**src/rtl/prom_7116_arbiter.sv**
```systemverilog
// Two-port arbiter sharing one MB7116 512x4 PROM: grants a requester, holds address
// and active-low enable for ACCESS_CYCLES, captures data with an ACK pulse, then idles the PROM.
module prom_7116_arbiter #(
  parameter int ADDR_WIDTH        = 9,
  parameter int DATA_WIDTH        = 4,
  parameter int ACCESS_CYCLES     = 3,
  parameter int TURNAROUND_CYCLES = 2,
  parameter int PRIORITY_MODE     = 0
) (
  input  logic                  CLK,
  input  logic                  nRESET,
  input  logic                  REQ0,
  input  logic [ADDR_WIDTH-1:0] A0,
  output logic                  ACK0,
  output logic [DATA_WIDTH-1:0] Q0,
  input  logic                  REQ1,
  input  logic [ADDR_WIDTH-1:0] A1,
  output logic                  ACK1,
  output logic [DATA_WIDTH-1:0] Q1,
  output logic                  PROM_nE,
  output logic [ADDR_WIDTH-1:0] PROM_A,
  input  logic [DATA_WIDTH-1:0] PROM_Q,
  output logic                  BUSY
);

  localparam int ACC_W  = (ACCESS_CYCLES > 1) ? $clog2(ACCESS_CYCLES) : 1;
  localparam int TURN_W = (TURNAROUND_CYCLES > 1) ? $clog2(TURNAROUND_CYCLES) : 1;
  localparam logic [ACC_W-1:0]  ACC_LOAD  = ACC_W'(ACCESS_CYCLES - 1);
  localparam logic [TURN_W-1:0] TURN_LOAD = TURN_W'(TURNAROUND_CYCLES - 1);

  typedef enum logic [1:0] {
    S_IDLE   = 2'd0,
    S_ACCESS = 2'd1,
    S_TURN   = 2'd2
  } state_t;

  state_t                state_q, state_d;
  logic [ACC_W-1:0]      acc_cnt_q, acc_cnt_d;
  logic [TURN_W-1:0]     turn_cnt_q, turn_cnt_d;
  logic                  last_grant_q, last_grant_d;
  logic                  prom_ne_q, prom_ne_d;
  logic [ADDR_WIDTH-1:0] prom_a_q, prom_a_d;
  logic                  ack0_q, ack0_d;
  logic                  ack1_q, ack1_d;
  logic [DATA_WIDTH-1:0] q0_q, q0_d;
  logic [DATA_WIDTH-1:0] q1_q, q1_d;
  logic                  grant;

  // last_grant doubles as the current owner while ACCESS is in progress.
  always_comb begin
    // NOTE: every _d gets a default before the case so no path leaves one unassigned (no latches).
    state_d      = state_q;
    acc_cnt_d    = acc_cnt_q;
    turn_cnt_d   = turn_cnt_q;
    last_grant_d = last_grant_q;
    prom_ne_d    = prom_ne_q;
    prom_a_d     = prom_a_q;
    q0_d         = q0_q;
    q1_d         = q1_q;
    ack0_d       = 1'b0;
    ack1_d       = 1'b0;

    if (PRIORITY_MODE == 0)      grant = !REQ0;
    else if (REQ0 && REQ1)       grant = !last_grant_q;
    else                         grant = !REQ0;

    case (state_q)
      S_IDLE: begin
        if (REQ0 || REQ1) begin
          prom_a_d     = grant ? A1 : A0;
          prom_ne_d    = 1'b0;
          acc_cnt_d    = ACC_LOAD;
          last_grant_d = grant;
          state_d      = S_ACCESS;
        end
      end
      S_ACCESS: begin
        if (acc_cnt_q != '0) begin
          acc_cnt_d = acc_cnt_q - ACC_W'(1);
        end else begin
          if (last_grant_q) begin
            q1_d   = PROM_Q;
            ack1_d = 1'b1;
          end else begin
            q0_d   = PROM_Q;
            ack0_d = 1'b1;
          end
          prom_ne_d  = 1'b1;
          turn_cnt_d = TURN_LOAD;
          state_d    = S_TURN;
        end
      end
      S_TURN: begin
        if (turn_cnt_q == '0) state_d = S_IDLE;
        else                  turn_cnt_d = turn_cnt_q - TURN_W'(1);
      end
      default: state_d = S_IDLE;
    endcase
  end

  // last_grant resets to 1 so port 0 wins the first round-robin tie.
  always_ff @(posedge CLK or negedge nRESET) begin
    if (!nRESET) begin
      state_q      <= S_IDLE;
      acc_cnt_q    <= '0;
      turn_cnt_q   <= '0;
      last_grant_q <= 1'b1;
      prom_ne_q    <= 1'b1;
      prom_a_q     <= '0;
      ack0_q       <= 1'b0;
      ack1_q       <= 1'b0;
      q0_q         <= '0;
      q1_q         <= '0;
    end else begin
      // NOTE: non-blocking assignments so every flop samples the pre-edge values.
      state_q      <= state_d;
      acc_cnt_q    <= acc_cnt_d;
      turn_cnt_q   <= turn_cnt_d;
      last_grant_q <= last_grant_d;
      prom_ne_q    <= prom_ne_d;
      prom_a_q     <= prom_a_d;
      ack0_q       <= ack0_d;
      ack1_q       <= ack1_d;
      q0_q         <= q0_d;
      q1_q         <= q1_d;
    end
  end

  assign ACK0    = ack0_q;
  assign ACK1    = ack1_q;
  assign Q0      = q0_q;
  assign Q1      = q1_q;
  assign PROM_nE = prom_ne_q;
  assign PROM_A  = prom_a_q;
  assign BUSY    = (state_q != S_IDLE);

endmodule

```
**config.mk**
```make
export PLATFORM = sky130hd
export DESIGN_NAME = prom_7116_arbiter
export DESIGN_NICKNAME = d
export VERILOG_FILES = /design/src/rtl/prom_7116_arbiter.sv
export SDC_FILE = /design/constraint.sdc
export NUM_CORES = 1
export LEC_CHECK = 0
export ABC_AREA = 1
export CORE_MARGIN = 1
export CORE_UTILIZATION = 30
export DETAILED_ROUTE_END_ITERATION = 10
export PLACE_DENSITY_LB_ADDON = 0.25
export SLEW_MARGIN = 20
export SYNTH_ARGS = -nofsm -noshare
export SYNTH_HDL_FRONTEND = slang
export SYNTH_SLANG_ARGS = --single-unit
export TNS_END_PERCENT = 1
```
**constraint.sdc**
```tcl
create_clock -name CLK -period 3.25 [get_ports CLK]
set_clock_uncertainty 0.05 [all_clocks]
set_input_delay 0.65 -clock CLK [delete_from_list [all_inputs] [get_ports CLK]]
set_output_delay 0.65 -clock CLK [all_outputs]
set_load 0.02 [all_outputs]
```
**After elaboration in Yosys (flattened, before gate mapping)**

Index checks and enable logic that the tools add are counted.

- Bits in registers: 26
- Input bits: 26
- Word-level logic and storage cells: 53

- Add/subtract/negate cells: 2
- Equality and inequality tests: 6
- Mux-type cells: 19
- Bitwise operators: 2
- Reduce and logical (&&, ||, !) cells: 14

Operator list:

| cell | number |
|---|---|
| 3-bit AND reduction | 5 |
| 2-bit 2-to-1 mux | 5 |
| 1-bit 2-to-1 mux | 9 |
| 9-bit 2-to-1 mux | 1 |
| 2-bit != test (second input constant) | 4 |
| 2-bit nonzero test | 4 |
| 2-bit case mux with 3 select lines | 1 |
| 1-bit case mux with 2 select lines | 2 |
| 2-bit case mux with 2 select lines | 1 |
| 2-bit AND reduction | 2 |
| 2-bit by 1-bit == test with 1-bit output (second input constant) | 1 |
| 2-bit == test (second input constant) | 1 |
| 2-bit logical NOT | 1 |
| 1-bit NOT | 2 |
| 2-bit by 1-bit subtractor with 2-bit output (second input constant) | 1 |
| 1-bit logical NOT | 1 |
| 1-bit logical OR | 1 |
| 1-bit subtractor (second input constant) | 1 |

**Logic depth before layout (Yosys ltp)**

- Depth in word-level cells: 3
- Mapped depth: 6
- Gate-level depth less buffers: 6

**Least setup slack after synthesis**

OpenSTA, ideal clock, no wires.

- Path type: flip-flop to output port
- Start: register state_q[0]
- End: output port BUSY
- Data arrival time: 0.760 ns
- Setup slack: 1.790 ns
- Stages on the path, launching flop included: 3
- Path through: dfrtp_1 nor2_2 inv_1

- Cells in the longest elaborated chain, start to end: 1

RTL lines:

| what | RTL line | text |
|---|---|---|
| start, declared | 37 | `state_t state_q, state_d;` |
| start signal, assigned | 116 | `state_q <= state_d;` |
| 2-bit nonzero test | 135 | `assign BUSY = (state_q != S_IDLE);` |
| end, declared | 23 | `output logic BUSY` |

Every way passes these cells.

**Final worst setup path**

Ends and elaborated chain as after synthesis.

==> results.tsv <==
stage	metric	value	unit
status	status	finished, final reports clean	
floorplan	Initial Utilization	32.4	%
synthesis	top_reg_cell synth	dfrtp_1	
timing	fin crit period	2.28	ns
synthesis	async set-or-reset flop fraction in the synthesized netlist	100	%
cells_and_area	nets	227	
clock_network	CTS-repair resized insts	0	
cells_and_area	Multi-input gate area	497	sq um
setup_path	FF-to-FF setup slack	1.85	ns
grt	grt total ovfl	0	
setup_path	CP Data Arrival Time	1.58	ns
synthesis	EDFF count, synth	0	
setup_path	Max FO, Critical Path	7	
clock_network	Clock Path Buffers	2	
grt	pin count of the biggest net entering global routing	27	
cells_and_area	diodes inserted	0	
floorplan	I/O pin count	47	
cells_and_area	layout cells sized above 1	9.60	%
synthesis	Synth area leader	dfrtp_1	
timing	final worst path period share	70.1	%
timing	FMAX	439	MHz
setup_path	CP max stage cell	clkdlybuf4s50_1	
drt	length of the first detailed-routing pass in iterations	3	
timing	Fin. Hold Viols	0	
synthesis	Post-synth top cells	nand2_1, dfrtp_1, nand4_1	
worst_hold_path	HP Class	reg -> reg	
timing	RSZ-0062 raised after global routing	false	
setup_path	Startpoint Class	flop	
synthesis	Cell variety after synth	18	
placed_design	hpwl dp	2.07	mm
setup_path	CP required	2.55	ns
timing	Worst Hold Slack	0.422	ns
timing	Final Setup Violations	0	
setup_path	critical path capture point type	output pin	
drt	Routed Antenna Nets	0	
cells_and_area	register area	653	sq um
cells_and_area	fill count	379	
clock_network	Hold-fix buffers, CTS	0	
synthesis	Syn Inst Count	151	
clock_network	clock-pin transition on the worst setup and hold timing paths	0.08	ns
grt	initial antenna violation count	0	
clock_network	post-CTS setup buffer count	0	
cells_and_area	P&R area growth vs syn	46.0	%
clock_network	# clock sinks	26	
setup_path	delay of the slowest cell on the worst path	0.55	ns
power_and_ir_drop	Cell Pwr Density	952	nW/um^2
clock_network	CTS tree	built	
timing	Final TNS setup	0	ns
drt	DR vias/cell	4.32	
drt	initial DRC count	48	
grt	number of global-route vias before repair	1008	
timing	Slew Limit Fails	0	
synthesis	syn avg cell area	8.15	sq um
synthesis	Synth area leaders	dfrtp_1, nand2_1, nand4_1, dfstp_2, inv_1	
grt	GR Util All Layers	13.7	%
timing	Max transition margin	71.5	%
timing	Worst-Margin Slew	0.427	ns
floorplan	full die area	4360	sq um
synthesis	cell with the most instances after synthesis	nand2_1	
setup_path	worst path cell trace	nor2_2, inv_1, clkdlybuf4s50_1	
synthesis	Seq/Total Area, Yosys	53.0	%
synthesis	post-synthesis register bit count	26	
synthesis	Synth top area share	48.8	%
drt	final wirelength	2.63	mm
placed_design	Final GP Congestion	0.731	
clock_network	number of CTS-inserted buffers	3	
floorplan	die width	66.1	microns
drt	DRC Markers	0	
job	maxcap violations	0	
placed_design	port buffer count	46	
clock_network	Clock Latency Late Sink	0.27	ns
cells_and_area	final core occ	47.3	%
synthesis	Ys Warns	0	
synthesis	Post-Syn Nets	179	
floorplan	FP Rows	22	
floorplan	core area	3800	sq um
drt	wire length per cell	10.7	microns
power_and_ir_drop	static leakage	0.917	nW
floorplan	Chip Height	66.1	microns
drt	via count	1062	
grt	first-pass GRT wire length	4.53	mm
clock_network	CTS Root Buffer Type	clkbuf_8	
synthesis	combined area of all synthesized cells	1230	sq um
power_and_ir_drop	worst ir drop on vdd	0.334	mV
setup_path	WS Path Type	reg -> out	
clock_network	htree depth	1	
## cell usage in the layout, fill, tap and decap left out, types with 2 or more instances in the layout
master,Yosys,layout
nor2_1,2,2
nand2_1,81,81
clkdlybuf4s50_1,0,46
nand3_1,5,5
clkbuf_8,0,3
nand4_1,9,9
nand2_4,2,2
dfstp_2,2,2
nand3_2,2,2
inv_2,5,5
ha_1,2,2
dfrtp_1,24,24
inv_1,8,8
## stage by stage
step	instance area (sq um)	setup slack, ns	std cells	power (W)
final	1800	0.973	246	0.00171
after detailed placement	1730	1.03	242	0.00147
after CTS	1800	0.965	246	0.00173
after global placement	1730	1.09	242	0.00146
after floorplan	1230	1.79	151	0.00113
after global routing	1800	0.895	246	0.00185
## worst max-delay path, delay by kind of cell (launching register included)
family                 cells  cell delay (ns)
flip-flops                 1             0.47
buffers and inverters      2             0.61
AND/OR/NAND/NOR            1             0.23
## worst paths after layout
path	endpoint	cells after the start	from
worst max-delay path	BUSY	3	state_q[0]
worst min-delay path	state_q[1]	2	turn_cnt_q
worst max register to register	Q0[1]	5	acc_cnt_q[0]
worst min register to register	state_q[1]	2	turn_cnt_q
max in group asynchronous	last_grant_q	2	nRESET
min in group asynchronous	PROM_A[8]	2	nRESET
## report_power, final
group | internal (W) | total [W] | switching (W) | leakage (nW)
logic | 0.000373 | 0.000862 | 0.000489 | 0.564
clock network | 0.000165 | 0.000259 | 0.0000942 | 0.0357
registers | 0.000485 | 0.000591 | 0.000106 | 0.317
## layout make-up
cell class	instances	area share, %
tap	48	3.34
clock inverter	1	1.67
clock buffer	3	2.30
multi-input combinational	108	27.6
sequential	26	36.3
inverter	13	2.71
timing repair buffer	47	26.0
## per-layer routing
metal	up-vias	track usage, %	share of wire [%]	routed length, microns
met5	-	0	0	0
met1	477	17.1	46	1220
met3	4	3.62	3.4	88
met2	19	22.8	48	1270
li1	562	-	-	-
met4	0	4.79	1.8	46
## flip-flops by register name (all words and copies together) (netlist names)
name	cells
Q0	4
turn_cnt_q	1
PROM_A	9
PROM_nE	1
ACK0	1
state_q	2
ACK1	1
Q1	4
acc_cnt_q	2
last_grant_q	1
## cells by family (layout without fill, tap and decap cells)
family | after synthesis | count (layout) | share of synthesized area, %
AOI/OAI and AO/OA | 3 | 3 | 1.52
adders and majority gates | 2 | 2 | 2.03
buffers and inverters | 17 | 64 | 6.61
DFF | 26 | 26 | 53.0
and+or+nand+nor | 103 | 103 | 36.8
No activity file was read; power rests on OpenSTA's default activity.
